<file path="src/rtl/tx_send_module_if.sv">
// Request and switch-write signal bundle for one tx_send_module instance.
// master drives requests and observes the packet beats; slave is the packet generator.
interface tx_send_module_if #(
    parameter int unsigned PORT_NUB_TOTAL  = 16,
    parameter int unsigned DATA_WIDTH      = 32,
    parameter int unsigned DATA_LENGTH_MAX = 512,
    parameter int unsigned PRIORITY        = 8
);
    localparam int unsigned WIDTH_SEL      = $clog2(PORT_NUB_TOTAL);
    localparam int unsigned WIDTH_LENGTH   = $clog2(DATA_LENGTH_MAX);
    localparam int unsigned WIDTH_PRIORITY = $clog2(PRIORITY);

    logic                      start;
    logic                      ready;
    logic                      done;
    logic [WIDTH_SEL-1:0]      dest;
    // 'priority' is a reserved word, so the priority input is carried as prio
    logic [WIDTH_PRIORITY-1:0] prio;
    logic [WIDTH_LENGTH-1:0]   length;
    logic                      wr_sop;
    logic                      wr_eop;
    logic                      wr_vld;
    logic [DATA_WIDTH-1:0]     wr_data;

    modport master (
        output start, dest, prio, length,
        input  ready, done, wr_sop, wr_eop, wr_vld, wr_data
    );

    modport slave (
        input  start, dest, prio, length,
        output ready, done, wr_sop, wr_eop, wr_vld, wr_data
    );
endinterface

</file>
<file path="src/rtl/tx_send_module.sv">
// Per-port packet generator: one header beat plus 'length' payload beats per accepted start.
// Define SEND_RANDOM_PAYLOAD_EN to replace the counter payload with a Galois LFSR sequence.
module tx_send_module #(
    parameter int unsigned tx_port         = 0,
    parameter int unsigned PORT_NUB_TOTAL  = 16,
    parameter int unsigned DATA_WIDTH      = 32,
    parameter int unsigned DATA_LENGTH_MAX = 512,
    parameter int unsigned PRIORITY        = 8
) (
    input logic             clk,
    input logic             rst_n,
    tx_send_module_if.slave bus
);
    localparam int unsigned WIDTH_SEL      = $clog2(PORT_NUB_TOTAL);
    localparam int unsigned WIDTH_LENGTH   = $clog2(DATA_LENGTH_MAX);
    localparam int unsigned WIDTH_PRIORITY = $clog2(PRIORITY);

    typedef enum logic [1:0] {
        S_IDLE,
        S_HEAD,
        S_DATA,
        S_DONE
    } state_t;

    state_t                    state_q, state_n;
    logic [WIDTH_SEL-1:0]      dest_q, dest_n;
    logic [WIDTH_PRIORITY-1:0] prio_q, prio_n;
    logic [WIDTH_LENGTH-1:0]   len_q, len_n;
    logic [WIDTH_LENGTH-1:0]   cnt_q, cnt_n;
    logic                      ready_q, ready_n;
    logic                      done_q, done_n;
    logic                      sop_q, sop_n;
    logic                      eop_q, eop_n;
    logic                      vld_q, vld_n;
    logic [DATA_WIDTH-1:0]     data_q, data_n;

    logic [WIDTH_LENGTH-1:0]   idx_n;
    logic [WIDTH_LENGTH-1:0]   last_idx;
    logic [DATA_WIDTH-1:0]     pay_word;
    logic [DATA_WIDTH-1:0]     head_word;

    // Index of the payload beat that would be emitted next cycle
    assign idx_n    = (state_q == S_HEAD) ? '0 : cnt_q + WIDTH_LENGTH'(1);
    assign last_idx = len_q - WIDTH_LENGTH'(1);

    assign head_word = DATA_WIDTH'({16'(tx_port), 9'(bus.length), 3'(bus.prio), 4'(bus.dest)});

`ifdef SEND_RANDOM_PAYLOAD_EN
    localparam logic [31:0] LFSR_POLY = 32'h8020_0003;
    localparam logic [31:0] LFSR_SEED = {16'hA5A5, 16'(tx_port)};

    logic [31:0] lfsr_q, lfsr_n;

    function automatic logic [31:0] lfsr_step(input logic [31:0] s);
        return s[0] ? ((s >> 1) ^ LFSR_POLY) : (s >> 1);
    endfunction

    assign pay_word = DATA_WIDTH'(lfsr_q);
`else
    assign pay_word = DATA_WIDTH'({8'(tx_port), 4'h0, 4'(dest_q), 16'(idx_n)});
`endif

    // Next-state and next-output logic; outputs are registered one stage below
    always_comb begin
        state_n = state_q;
        dest_n  = dest_q;
        prio_n  = prio_q;
        len_n   = len_q;
        cnt_n   = cnt_q;
        ready_n = 1'b0;
        done_n  = 1'b0;
        sop_n   = 1'b0;
        eop_n   = 1'b0;
        vld_n   = 1'b0;
        data_n  = '0;
`ifdef SEND_RANDOM_PAYLOAD_EN
        lfsr_n  = lfsr_q;
`endif
        case (state_q)
            S_IDLE, S_DONE: begin
                if (bus.start) begin
                    state_n = S_HEAD;
                    dest_n  = bus.dest;
                    prio_n  = bus.prio;
                    len_n   = bus.length;
                    cnt_n   = '0;
                    sop_n   = 1'b1;
                    vld_n   = 1'b1;
                    eop_n   = (bus.length == '0);
                    data_n  = head_word;
`ifdef SEND_RANDOM_PAYLOAD_EN
                    lfsr_n  = LFSR_SEED;
`endif
                end else begin
                    state_n = S_IDLE;
                    ready_n = 1'b1;
                end
            end
            S_HEAD, S_DATA: begin
                if ((state_q == S_HEAD && len_q == '0) ||
                    (state_q == S_DATA && cnt_q == last_idx)) begin
                    state_n = S_DONE;
                    ready_n = 1'b1;
                    done_n  = 1'b1;
                end else begin
                    state_n = S_DATA;
                    cnt_n   = idx_n;
                    vld_n   = 1'b1;
                    eop_n   = (idx_n == last_idx);
                    data_n  = pay_word;
`ifdef SEND_RANDOM_PAYLOAD_EN
                    lfsr_n  = lfsr_step(lfsr_q);
`endif
                end
            end
            default: begin
                state_n = S_IDLE;
                ready_n = 1'b1;
            end
        endcase
    end

    always_ff @(posedge clk or negedge rst_n) begin
        if (!rst_n) begin
            state_q <= S_IDLE;
            dest_q  <= '0;
            prio_q  <= '0;
            len_q   <= '0;
            cnt_q   <= '0;
            ready_q <= 1'b1;
            done_q  <= 1'b0;
            sop_q   <= 1'b0;
            eop_q   <= 1'b0;
            vld_q   <= 1'b0;
            data_q  <= '0;
        end else begin
            state_q <= state_n;
            dest_q  <= dest_n;
            prio_q  <= prio_n;
            len_q   <= len_n;
            cnt_q   <= cnt_n;
            ready_q <= ready_n;
            done_q  <= done_n;
            sop_q   <= sop_n;
            eop_q   <= eop_n;
            vld_q   <= vld_n;
            data_q  <= data_n;
        end
    end

`ifdef SEND_RANDOM_PAYLOAD_EN
    always_ff @(posedge clk or negedge rst_n) begin
        if (!rst_n) begin
            lfsr_q <= LFSR_SEED;
        end else begin
            lfsr_q <= lfsr_n;
        end
    end
`endif

    assign bus.ready   = ready_q;
    assign bus.done    = done_q;
    assign bus.wr_sop  = sop_q;
    assign bus.wr_eop  = eop_q;
    assign bus.wr_vld  = vld_q;
    assign bus.wr_data = data_q;

endmodule

</file>
<file path="src/flat_wrapper.sv">
// flat-port wrapper written by rule: the top's interface ports become plain ports
module tx_send_module_flat 
#(
    parameter int unsigned tx_port         = 0,
    parameter int unsigned PORT_NUB_TOTAL  = 16,
    parameter int unsigned DATA_WIDTH      = 32,
    parameter int unsigned DATA_LENGTH_MAX = 512,
    parameter int unsigned PRIORITY        = 8
)
  (clk, rst_n, bus_start, bus_dest, bus_prio, bus_length, bus_ready, bus_done, bus_wr_sop, bus_wr_eop, bus_wr_vld, bus_wr_data);
  tx_send_module_if #(.PORT_NUB_TOTAL(PORT_NUB_TOTAL), .DATA_WIDTH(DATA_WIDTH), .DATA_LENGTH_MAX(DATA_LENGTH_MAX), .PRIORITY(PRIORITY)) bus_i ();
  input logic clk;
  input logic rst_n;
  input wire logic [$bits(bus_i.start)-1:0] bus_start;
  input wire logic [$bits(bus_i.dest)-1:0] bus_dest;
  input wire logic [$bits(bus_i.prio)-1:0] bus_prio;
  input wire logic [$bits(bus_i.length)-1:0] bus_length;
  output wire logic [$bits(bus_i.ready)-1:0] bus_ready;
  output wire logic [$bits(bus_i.done)-1:0] bus_done;
  output wire logic [$bits(bus_i.wr_sop)-1:0] bus_wr_sop;
  output wire logic [$bits(bus_i.wr_eop)-1:0] bus_wr_eop;
  output wire logic [$bits(bus_i.wr_vld)-1:0] bus_wr_vld;
  output wire logic [$bits(bus_i.wr_data)-1:0] bus_wr_data;
  assign bus_i.start = bus_start;
  assign bus_i.dest = bus_dest;
  assign bus_i.prio = bus_prio;
  assign bus_i.length = bus_length;
  assign bus_ready = bus_i.ready;
  assign bus_done = bus_i.done;
  assign bus_wr_sop = bus_i.wr_sop;
  assign bus_wr_eop = bus_i.wr_eop;
  assign bus_wr_vld = bus_i.wr_vld;
  assign bus_wr_data = bus_i.wr_data;
  tx_send_module #(.tx_port(tx_port), .PORT_NUB_TOTAL(PORT_NUB_TOTAL), .DATA_WIDTH(DATA_WIDTH), .DATA_LENGTH_MAX(DATA_LENGTH_MAX), .PRIORITY(PRIORITY)) u_core (.clk(clk), .rst_n(rst_n), .bus(bus_i));
endmodule
</file>
<file path="config.mk">
export PLATFORM = sky130hd
export DESIGN_NAME = tx_send_module_flat
export DESIGN_NICKNAME = d
export VERILOG_FILES = /design/src/rtl/tx_send_module_if.sv /design/src/rtl/tx_send_module.sv /design/src/flat_wrapper.sv
export SDC_FILE = /design/constraint.sdc
export NUM_CORES = 1
export LEC_CHECK = 0
export BUFFER_PORTS_ARGS = -buffer_cell sky130_fd_sc_hd__buf_2
export CAP_MARGIN = 25
export CORE_MARGIN = 1
export CORE_UTILIZATION = 45
export DETAILED_ROUTE_END_ITERATION = 6
export PLACE_DENSITY = 0.7
export SYNTH_ARGS = -nofsm -noshare
export SYNTH_HDL_FRONTEND = slang
export SYNTH_SLANG_ARGS = --single-unit
</file>
<file path="constraint.sdc">
create_clock -name clk -period 3.8 [get_ports clk]
set_input_delay 0.38 -clock clk [delete_from_list [all_inputs] [get_ports clk]]
set_output_delay 0.38 -clock clk [all_outputs]
set_load 0.1 [all_outputs]
</file>
==> impl_metrics.py <==
metrics = {
    "sta": {
        "fin_crit_sh": 0.815,
        "maxSlewHeadroom": 0.660,
        "hold_violations": 0,
        "slew_violations": 0,
        "skew_ns": 0.0100,
        "period_needed_ns": 3.10,
        "grt_setup_unrepaired": "false",
        "tns_ns": 0,
        "setup_viol": 0,
        "fmax_ghz": 0.323,
        "tightest_slew_ns": 0.509,
    },
    "setup_path": {
        "path_max_fanout": 15,
        "cp.required_ns": 4.04,
        "critPathCaptureType": "flip-flop",
        "rrSetupSlack_ns": 0.70,
        "crit_type": "flip-flop to flip-flop",
        "cp-start-kind": "flip-flop",
        "startpoint": "u_core.len_q[0]$_DFFE_PN0P_",
        "worstReg2RegStart": "u_core.len_q[0]$_DFFE_PN0P_",
        "arrival_ns": 3.34,
    },
    "floorplan": {
        "start_util": 0.474,
        "die_h_um": 76.0,
        "dieArea_um2": 5780,
        "num_rows": 26,
        "fp.coreArea_um2": 5200,
        "die_w_um": 76.0,
        "io_pins": 56,
    },
    "yosys": {
        "ys.flop_type": "dfrtp_1",
        "yosysTopAreaCell": "dfrtp_1",
        "seq_area_frac_synth": 0.497,
        "netlist_top_cells_area": "dfrtp_1 49%, xnor2_1 7.1%, nand2_1 4.6%",
        "synth_top_cell_area_share": 0.487,
        "synth_area_um2": 2470,
        "synth_edf_count": 0,
        "ys_warn_count": 0,
        "syn_avg_cell_area_um2": 10.4,
        "netlist_instances": 238,
        "ys_ff_latch": 49,
        "yosysUniqueCellTypes": 39,
        "async_flop_share": 1.00,
    },
    "layout": {
        "synthToLayoutAreaGrowth_pct": 13.8,
        "drive_gt1_frac": 0.208,
        "nNetsFinal": 305,
        "antenna_cells": 0,
    },
    "detailed_routing": {
        "ant_nets": 0,
        "num_vias": 1818,
        "wl_um": 4970,
        "drt_iter0_markers": 203,
        "wl_per_cell_um": 14.1,
        "vias_per_cell": 5.15,
        "firstDrtPassIters": 4,
        "drcViolationCount": 0,
    },
    "placement": {
        "port_buffers": 43,
        "place.gp.congestion": 0.887,
        "dpl.hpwl_um": 3810,
    },
    "grt": {
        "grt_overflow": 0,
        "grtUsageTotal": 0.182,
        "grt_pass1_wl_um": 8220,
        "antenna_found_initial": 0,
        "grt_max_degree": 38,
        "first_global_vias": 1710,
    },
    "cts": {
        "cts_setup_buffers": 0,
        "cts_max_level": 2,
        "cts_inserted_buffers": 5,
        "cts_sinks": 49,
        "clk_pin_slew_ns": 0.08,
        "clockBufferDepth": 2,
        "root_buffer": "clkbuf_8",
        "cts_tree": "built",
        "clk-insertion-delay-late_ns": 0.30,
    },
    "job": {
        "drv_cap": 0,
    },
    "status": {
        "status": "complete, no violations",
    },
    "hold_path": {
        "holdCritPathClass": "input port to flip-flop",
        "min_from": "bus_prio[2]",
    },
}
==> logic make-up (layout without fill, tap and decap cells) <==
group | after synthesis | count (layout) | synth area share
compound gates | 41 | 41 | 0.122
xor+xnor | 33 | 33 | 0.120
fa+ha+maj | 4 | 4 | 0.0203
buf+inv | 30 | 64 | 0.0690
flops | 49 | 49 | 0.497
mux | 1 | 1 | 0.00456
other cells | 1 | 12 | 0.00152
simple gates | 79 | 79 | 0.165
==> worst paths after layout <==
kind / end / cells after the start
max: u_core.cnt_q[0]$_DFFE_PN0P_ / 9
min: u_core.bus.wr_data[6]$_DFF_PN0_ / 3
max reg2reg: u_core.cnt_q[0]$_DFFE_PN0P_ / 9
min reg2reg: u_core.dest_q[3]$_DFFE_PN0P_ / 2
max in group asynchronous: u_core.bus.ready$_DFF_PN1_ / 3
min in group asynchronous: u_core.bus.wr_data[12]$_DFF_PN0_ / 2
==> stage by stage <==
stage,hold slack [ns],area [µm²],util,std cells,setup WS [ns]
2_1_floorplan,0.0844,2510,-,249,0.987
3_3_place_gp,0.456,2680,0.515,343,0.846
3_5_place_dp,0.289,2700,0.519,344,0.725
4_1_cts,0.267,2810,0.540,353,0.715
5_1_grt,0.285,2810,0.540,353,0.521
6_report,0.280,2810,0.540,353,0.701
==> timing repair <==
action | 4_1_cts | 5_1_grt
endpoints found under the hold margin | 12 | 0
gates resized for setup | 0 | 0
hold buffers | 1 | 0
==> per-layer routing <==
metal,GRT usage,up-vias,share of wire
met5,0,-,0
met3,0.0443,10,0.044
met1,0.241,886,0.46
li1,-,871,-
met2,0.287,51,0.47
met4,0.0712,0,0.019
==> worst max-delay path, stage by stage (launching register included) <==
cell	delay (ns)
dfrtp_1	0.43
inv_1	0.11
ha_1	0.24
nor3b_4	0.25
xnor2_1	0.10
or4_1	0.51
or4_1	0.57
o21a_4	0.29
a21oi_4	0.32
mux2_2	0.22
==> Yosys cell counts (2+ instances only) <==
cell type and n:
a21o_1 7, a21oi_1 4, a22o_1 7, a32oi_1 2
and3_1 11, buf_4 13, clkbuf_1 4, dfrtp_1 48
ha_1 4, inv_1 11, nand2_1 30, nand3_1 6
nor2_1 8, nor3_1 5, o21a_1 2, o21ai_0 11
o2bb2ai_1 2, o31ai_1 2, or3_1 7, or4_1 5
xnor2_1 20, xor2_1 12
==> sequential cells by signal, indices dropped and copies added (netlist names) <==
name and flops:
u_core.bus.wr_eop 1, u_core.state_q 2, u_core.bus.done 1, u_core.bus.wr_vld 1, u_core.bus.wr_data 20, u_core.len_q 9, u_core.cnt_q 9, u_core.dest_q 4
u_core.bus.wr_sop 1, u_core.bus.ready 1
==> cells in the final DEF (no fill, tap or decap), types with 2 or more instances in the layout <==
master	instances
dfrtp_1	48
buf_2	43
nand2_1	30
xnor2_1	20
xor2_1	12
conb_1	12
inv_1	11
and3_1	11
o21ai_0	11
nor2_1	8
or3_1	7
a22o_1	7
a21o_1	7
nand3_1	6
clkbuf_8	6
or4_1	5
nor3_1	5
a21oi_1	4
ha_1	4
a32oi_1	2
o21a_1	2
o31ai_1	2
o2bb2ai_1	2
==> final cells by class <==
| class | count | area, µm² |
|---|---|---|
| tap | 70 | 87.6 |
| multi-input combinational | 170 | 1110 |
| timing repair buffer | 45 | 245 |
| inverter | 11 | 41.3 |
| clock inverter | 2 | 13.8 |
| fill | 468 | 2400 |
| sequential | 49 | 1230 |
| clock buffer | 6 | 82.6 |
Power is not shown: default switching activity piles up to over one toggle a cycle in this logic, so the estimate is an artifact.
